**config.mk**
```make
export PLATFORM = sky130hd
export DESIGN_NAME = vxc_add_seq
export DESIGN_NICKNAME = d
export VERILOG_FILES = /design/src/rtl/vxc_pkg.sv /design/src/rtl/vxc_valid_pipe.sv /design/src/rtl/vxc_add_seq.sv
export SDC_FILE = /design/constraint.sdc
export NUM_CORES = 1
export LEC_CHECK = 0
export BUFFER_PORTS_ARGS = -buffer_cell sky130_fd_sc_hd__buf_2
export CAP_MARGIN = 15
export CORE_AREA = 2 2 645 647
export CTS_CLUSTER_DIAMETER = 80
export CTS_CLUSTER_SIZE = 24
export DETAILED_ROUTE_END_ITERATION = 8
export DIE_AREA = 0 0 647 649
export GPL_ROUTABILITY_DRIVEN = 0
export HOLD_SLACK_MARGIN = 0.05
export PLACE_DENSITY = 0.31
export SLEW_MARGIN = 20
export SYNTH_ARGS = -nofsm -noshare
export SYNTH_HDL_FRONTEND = slang
export SYNTH_SLANG_ARGS = --single-unit
```
**constraint.sdc**
```tcl
create_clock -name clk -period 1.6 [get_ports clk]
set_input_delay 0.08 -clock clk [delete_from_list [all_inputs] [get_ports clk]]
set_output_delay 0.08 -clock clk [all_outputs]
set_load 0.02 [all_outputs]
```
**src/rtl/vxc_pkg.sv**
```systemverilog
// Shared types and helpers for the vxc_add_seq chunk sequencer.
package vxc_pkg;

    localparam int ELEMENT_WIDTH = 32;
    localparam int NI            = 8;
    localparam int ADDR_W        = 8;

    typedef enum logic [1:0] {
        IDLE,
        ISSUE,
        DRAIN,
        DONE
    } state_t;

    typedef struct packed {
        logic              valid;
        logic [ADDR_W-1:0] chunk;
        logic [NI-1:0]     mask;
    } pipe_entry_t;

    function automatic int chunk_count(input int noe);
        return (noe + NI - 1) / NI;
    endfunction

    // Lane 0 sits in the MSBs of a word, so its enable is the top mask bit.
    function automatic logic [NI-1:0] lane_mask(input int k, input int noe);
        logic [NI-1:0] m;
        m = '0;
        for (int j = 0; j < NI; j++) begin
            if (k * NI + j < noe) m[NI-1-j] = 1'b1;
        end
        return m;
    endfunction

endpackage

```
**src/rtl/vxc_valid_pipe.sv**
```systemverilog
// Shift register of in-flight chunk entries, cleared synchronously.
module vxc_valid_pipe
    import vxc_pkg::*;
#(
    parameter int DEPTH = 8
) (
    input  logic          clk,
    input  logic          clear,
    input  pipe_entry_t   din,
    output logic          head_valid,
    output logic [NI-1:0] head_mask,
    output pipe_entry_t   tail,
    output logic          pre_tail_valid,
    output logic          pending
);

    pipe_entry_t stage [DEPTH];

    always_ff @(posedge clk) begin
        if (clear) begin
            for (int s = 0; s < DEPTH; s++) stage[s] <= '0;
        end else begin
            stage[0] <= din;
            for (int s = 1; s < DEPTH; s++) stage[s] <= stage[s-1];
        end
    end

    assign head_valid     = stage[0].valid;
    assign head_mask      = stage[0].mask;
    assign tail           = stage[DEPTH-1];
    assign pre_tail_valid = stage[DEPTH-2].valid;

    // Anything still ahead of the output stage.
    always_comb begin
        pending = 1'b0;
        for (int s = 0; s < DEPTH - 1; s++) pending = pending | stage[s].valid;
    end

endmodule

```
**src/rtl/vxc_add_seq.sv**
```systemverilog
// Chunk sequencer feeding the 8-lane y +/- c*x datapath; writes results back.
// Define VXC_SEQ_TAIL_MASK_EN to zero tail lanes and mask their writes.
module vxc_add_seq
    import vxc_pkg::*;
#(
    parameter int NOE     = 16,
    parameter int LATENCY = 5
) (
    input  logic                        clk,
    input  logic                        reset,
    input  logic                        start,
    input  logic                        op,
    input  logic [ELEMENT_WIDTH-1:0]    constant,
    output logic                        busy,
    output logic                        done,
    output logic                        rd_en,
    output logic [ADDR_W-1:0]           rd_addr,
    input  logic [NI*ELEMENT_WIDTH-1:0] x_rd_data,
    input  logic [NI*ELEMENT_WIDTH-1:0] y_rd_data,
    output logic [NI*ELEMENT_WIDTH-1:0] dp_first,
    output logic [NI*ELEMENT_WIDTH-1:0] dp_second,
    output logic [ELEMENT_WIDTH-1:0]    dp_constant,
    output logic                        dp_op,
    input  logic [NI*ELEMENT_WIDTH-1:0] dp_result,
    output logic                        wr_en,
    output logic [ADDR_W-1:0]           wr_addr,
    output logic [NI*ELEMENT_WIDTH-1:0] wr_data,
    output logic [NI-1:0]               wr_mask
);

    localparam int W      = NI * ELEMENT_WIDTH;
    localparam int CHUNKS = chunk_count(NOE);
    localparam int DEPTH  = LATENCY + 3;
    localparam logic [ADDR_W-1:0] LAST = ADDR_W'(CHUNKS - 1);

    state_t        state;
    pipe_entry_t   din;
    pipe_entry_t   tail;
    logic          head_valid;
    logic [NI-1:0] head_mask;
    logic          pre_tail_valid;
    logic          pending;
    logic [NI-1:0] rd_mask;
    logic [W-1:0]  lane_keep;

    always_comb begin
        rd_mask = '0;
        if (rd_en) begin
`ifdef VXC_SEQ_TAIL_MASK_EN
            rd_mask = lane_mask(int'(rd_addr), NOE);
`else
            rd_mask = '1;
`endif
        end
    end

    assign din = '{valid: rd_en, chunk: rd_addr, mask: rd_mask};

    vxc_valid_pipe #(
        .DEPTH (DEPTH)
    ) u_pipe (
        .clk            (clk),
        .clear          (reset),
        .din            (din),
        .head_valid     (head_valid),
        .head_mask      (head_mask),
        .tail           (tail),
        .pre_tail_valid (pre_tail_valid),
        .pending        (pending)
    );

    // Mask bit m covers data bits [m*EW +: EW].
    always_comb begin
        lane_keep = '0;
        for (int m = 0; m < NI; m++) begin
            lane_keep[m*ELEMENT_WIDTH +: ELEMENT_WIDTH] =
                {ELEMENT_WIDTH{head_valid & head_mask[m]}};
        end
    end

    always_ff @(posedge clk) begin
        if (reset) begin
            state       <= IDLE;
            busy        <= 1'b0;
            done        <= 1'b0;
            rd_en       <= 1'b0;
            rd_addr     <= '0;
            dp_constant <= '0;
            dp_op       <= 1'b0;
        end else begin
            done <= 1'b0;
            unique case (state)
                IDLE: begin
                    if (start) begin
                        state       <= ISSUE;
                        busy        <= 1'b1;
                        rd_en       <= 1'b1;
                        rd_addr     <= '0;
                        dp_op       <= op;
                        dp_constant <= constant;
                    end
                end
                ISSUE: begin
                    if (rd_addr == LAST) begin
                        state   <= DRAIN;
                        rd_en   <= 1'b0;
                        rd_addr <= '0;
                    end else begin
                        rd_addr <= rd_addr + 1'b1;
                    end
                end
                DRAIN: begin
                    if (!pending) begin
                        state <= DONE;
                        done  <= 1'b1;
                    end
                end
                DONE: begin
                    state <= IDLE;
                    busy  <= 1'b0;
                end
                default: state <= IDLE;
            endcase
        end
    end

    always_ff @(posedge clk) begin
        if (reset) begin
            dp_first  <= '0;
            dp_second <= '0;
            wr_data   <= '0;
        end else begin
            dp_first  <= x_rd_data & lane_keep;
            dp_second <= y_rd_data & lane_keep;
            wr_data   <= pre_tail_valid ? dp_result : '0;
        end
    end

    assign wr_en   = tail.valid;
    assign wr_addr = tail.chunk;
    assign wr_mask = tail.mask;

endmodule

```
==> impl_metrics.yaml <==
cts:
  cts_max_level: 3
  cts_tree: "done"
  clock_sinks: 886
  clk_pin_slew_ns: 0.10
  clk_latency_ns: 0.86
  root_buffer: "clkbuf_16"
  cts_inserted_buffers: 96
  cts.path.max_buffers: 4
global_route:
  grt_max_degree: 106
  grt_pass1_wl_um: 352200
  antenna_found_initial: 469
  grt.overflow.total: 0
  track_usage_pct: 13.41
  grt_pass1_vias: 28000
synthesis:
  synthFlopType: "dfxtp_1"
  yosysTopAreaCell: "dfxtp_1"
  synth_edf_count: 0
  yosysUniqueCellTypes: 34
  synth-seq-area-share_pct: 72.81
  avgSynthCellArea_um2: 12.11
  netlist_instances: 2011
  syn_area_mm2: 0.02436
  async_flop_share_pct: 0
  ys_ff_latch: 886
  synth.area.top_cells: "dfxtp_1, and2_1, nor2b_1"
  syn-num-nets: 2821
  ys.warnings.count: 0
  synth.top_cell.area_share_pct: 72.81
die:
  die_area_mm2: 0.4199
  ioPinCount: 1633
  initial_core_util_pct: 5.906
  die_w_um: 647
  die_height_um: 649
  coreArea_mm2: 0.4125
  num_rows: 236
placement:
  dpl.cell_count: 9033
  dpl-instance-area_mm2: 0.03932
  portBuffers: 1632
  hpwl_um: 263300
  place_ws_ns: -0.03206
power:
  p_total_mw: 58.96
  power.density_mw_per_mm2: 1026
  leakagePower_nw: 25.17
  peakVddDrop_uv: 1004
worst_hold_path:
  hold_depth: 3
  min_from: "dp_result[210]"
  worstHoldEndpoint: "wr_data[210]$_SDFF_PP0_"
  hold_path.class: "in -> reg"
setup_path:
  start_kind: "register"
  rrSetupSlack_ns: -0.07
  crit_type: "reg -> reg"
  slowest_delay_ns: 0.39
  cp_slowest_cell: "or3_1"
  cp_max_fo: 2
  end_kind: "register"
  cp.required_ns: 2.40
  rr_worst_depth: 5
  path_cells: "buf_4 -> or3_1 -> o2bb2ai_1 -> a211oi_4 -> mux2i_1"
  arrival_ns: 2.48
  critPathLaunch: "rd_addr[3]$_SDFFE_PP0P_"
  reg2reg_to: "state[1]$_SDFFE_PP0P_"
  crit-reg2reg-launch: "rd_addr[3]$_SDFFE_PP0P_"
job:
  maxCapViolations: 0
drt:
  routedWlPerCell_um: 27.31
  drt_iter0_drc: 1378
  final_antenna_net_count: 0
  dr_total_vias: 27810
  viasPerCell: 2.599
  routed_wl_um: 292200
  drc: 0
  first_pass_iters: 5
sta:
  max_clock_freq_ghz: 0.5978
  hold_viol_final: 0
  rsz0062_at_grt: "true"
  timing.hold.ws_ns: 0.1212
  period_share_pct: 104.5
  fin_crit_ns: 1.673
  setup_ws_ns: -0.07270
  worst_slew_margin_rel_pct: 61.04
  setup_viol: 11
  tightest_slew_ns: 0.5826
  fin_setup_tns_ns: -0.4747
  slew_viol_final: 0
  finClkSkew_ns: 0.09539
final_layout:
  multi_input_area_mm2: 0.006151
  regArea_mm2: 0.01782
  final_util_pct: 13.94
  nets: 5760
  design_area_mm2: 0.05749
  finalNonFillerCells: 10700
  fillerInstances: 46750
  layout_commonest_cell: "buf_2"
  final_layout_size_suffix_gt1_share_pct: 38.10
  syn_to_final_growth_pct: 136.0
  layout_common_cells: "buf_2, dlygate4sd3_1, dfxtp_1, and2_1, buf_4"
run_status:
  status: "finished with violations"
  violations: "negative setup slack"
-- routing by layer --
metal	GRT usage (%)	routed length, um	vias up	part of all wire, %
met5	0	1560	-	0.53
met4	3.542	9310	244	3.2
met3	8.899	43640	626	15
met2	21.10	127400	1675	44
met1	14.69	110300	12960	38
li1	-	-	12310	-
-- final cells by class --
type / count / area share, %
diodes: 201 / 0.8749
clock buffers: 101 / 4.322
clock inverters: 73 / 1.926
inverters: 5 / 0.03265
multi-input cells: 999 / 10.70
flip-flops and latches: 886 / 30.99
well taps: 5474 / 11.91
repair buffers: 2962 / 39.24
-- flip-flops by register name (all words and copies together) (netlist names) --
name	flops
state	2
dp_first	256
busy	1
rd_addr	8
u_pipe.stage	72
done	1
dp_second	256
dp_op	1
wr_data	256
rd_en	1
dp_constant	32
-- worst max-delay path: cells and delay by family (launching register included) --
family,cells,cell delay (ns)
compound gates,2,0.50
simple gates,1,0.39
flops,1,0.37
mux,1,0.21
buf+inv,1,0.14
-- worst max-delay path by stage --
stage,endpoint,slack (ns),cells after the start
after floorplan,state[1]$_SDFFE_PP0P_,-0.02,6
after global placement,state[1]$_SDFFE_PP0P_,-0.13,6
after detailed placement,state[1]$_SDFFE_PP0P_,-0.03,6
after CTS,wr_mask[6],-0.18,2
after global routing,wr_mask[3],-0.14,2
final,state[1]$_SDFFE_PP0P_,-0.07,5
-- Yosys cell counts (all sizes together) (2+ instances only) --
cell type	number
o21ai	2
nand2	70
nor2b	71
buf	23
dfxtp	886
nor2	11
or3	2
clkbuf	98
nand4	4
and3	2
nand2b	3
and2	770
inv	5
xor2	6
a21oi	38
ha	6
-- cell families (layout without fill, tap and decap cells) --
logic type,Yosys count,after routing,synth area share [%]
flip-flops,886,886,72.81
other,0,201,0
AND/OR/NAND/NOR,939,939,23.33
AO/OA/AOI/OAI,45,45,1.007
adder cells (fa/ha/maj),6,6,0.3081
XOR/XNOR,7,7,0.2517
buffers and inverters,126,3141,2.214
multiplexers,2,2,0.08731
-- timing repair --
item | 4_1_cts | 5_1_grt
pin swaps | 2 | 1
setup endpoints to repair | 220 | 36
hold buffers | 1281 | 0
endpoints found under the hold margin | 886 | 0
buffers inserted | 12 | 0
gates resized for setup | 392 | 12
-- where the power goes --
| part | switching [mW] | internal, mW | leakage [nW] |
|---|---|---|---|
| clock network | 13.0 | 12.7 | 1.72 |
| logic | 5.35 | 4.53 | 16.3 |
| registers | 0.386 | 23.0 | 7.18 |
Note: power is estimated with default switching activity, not from simulation.
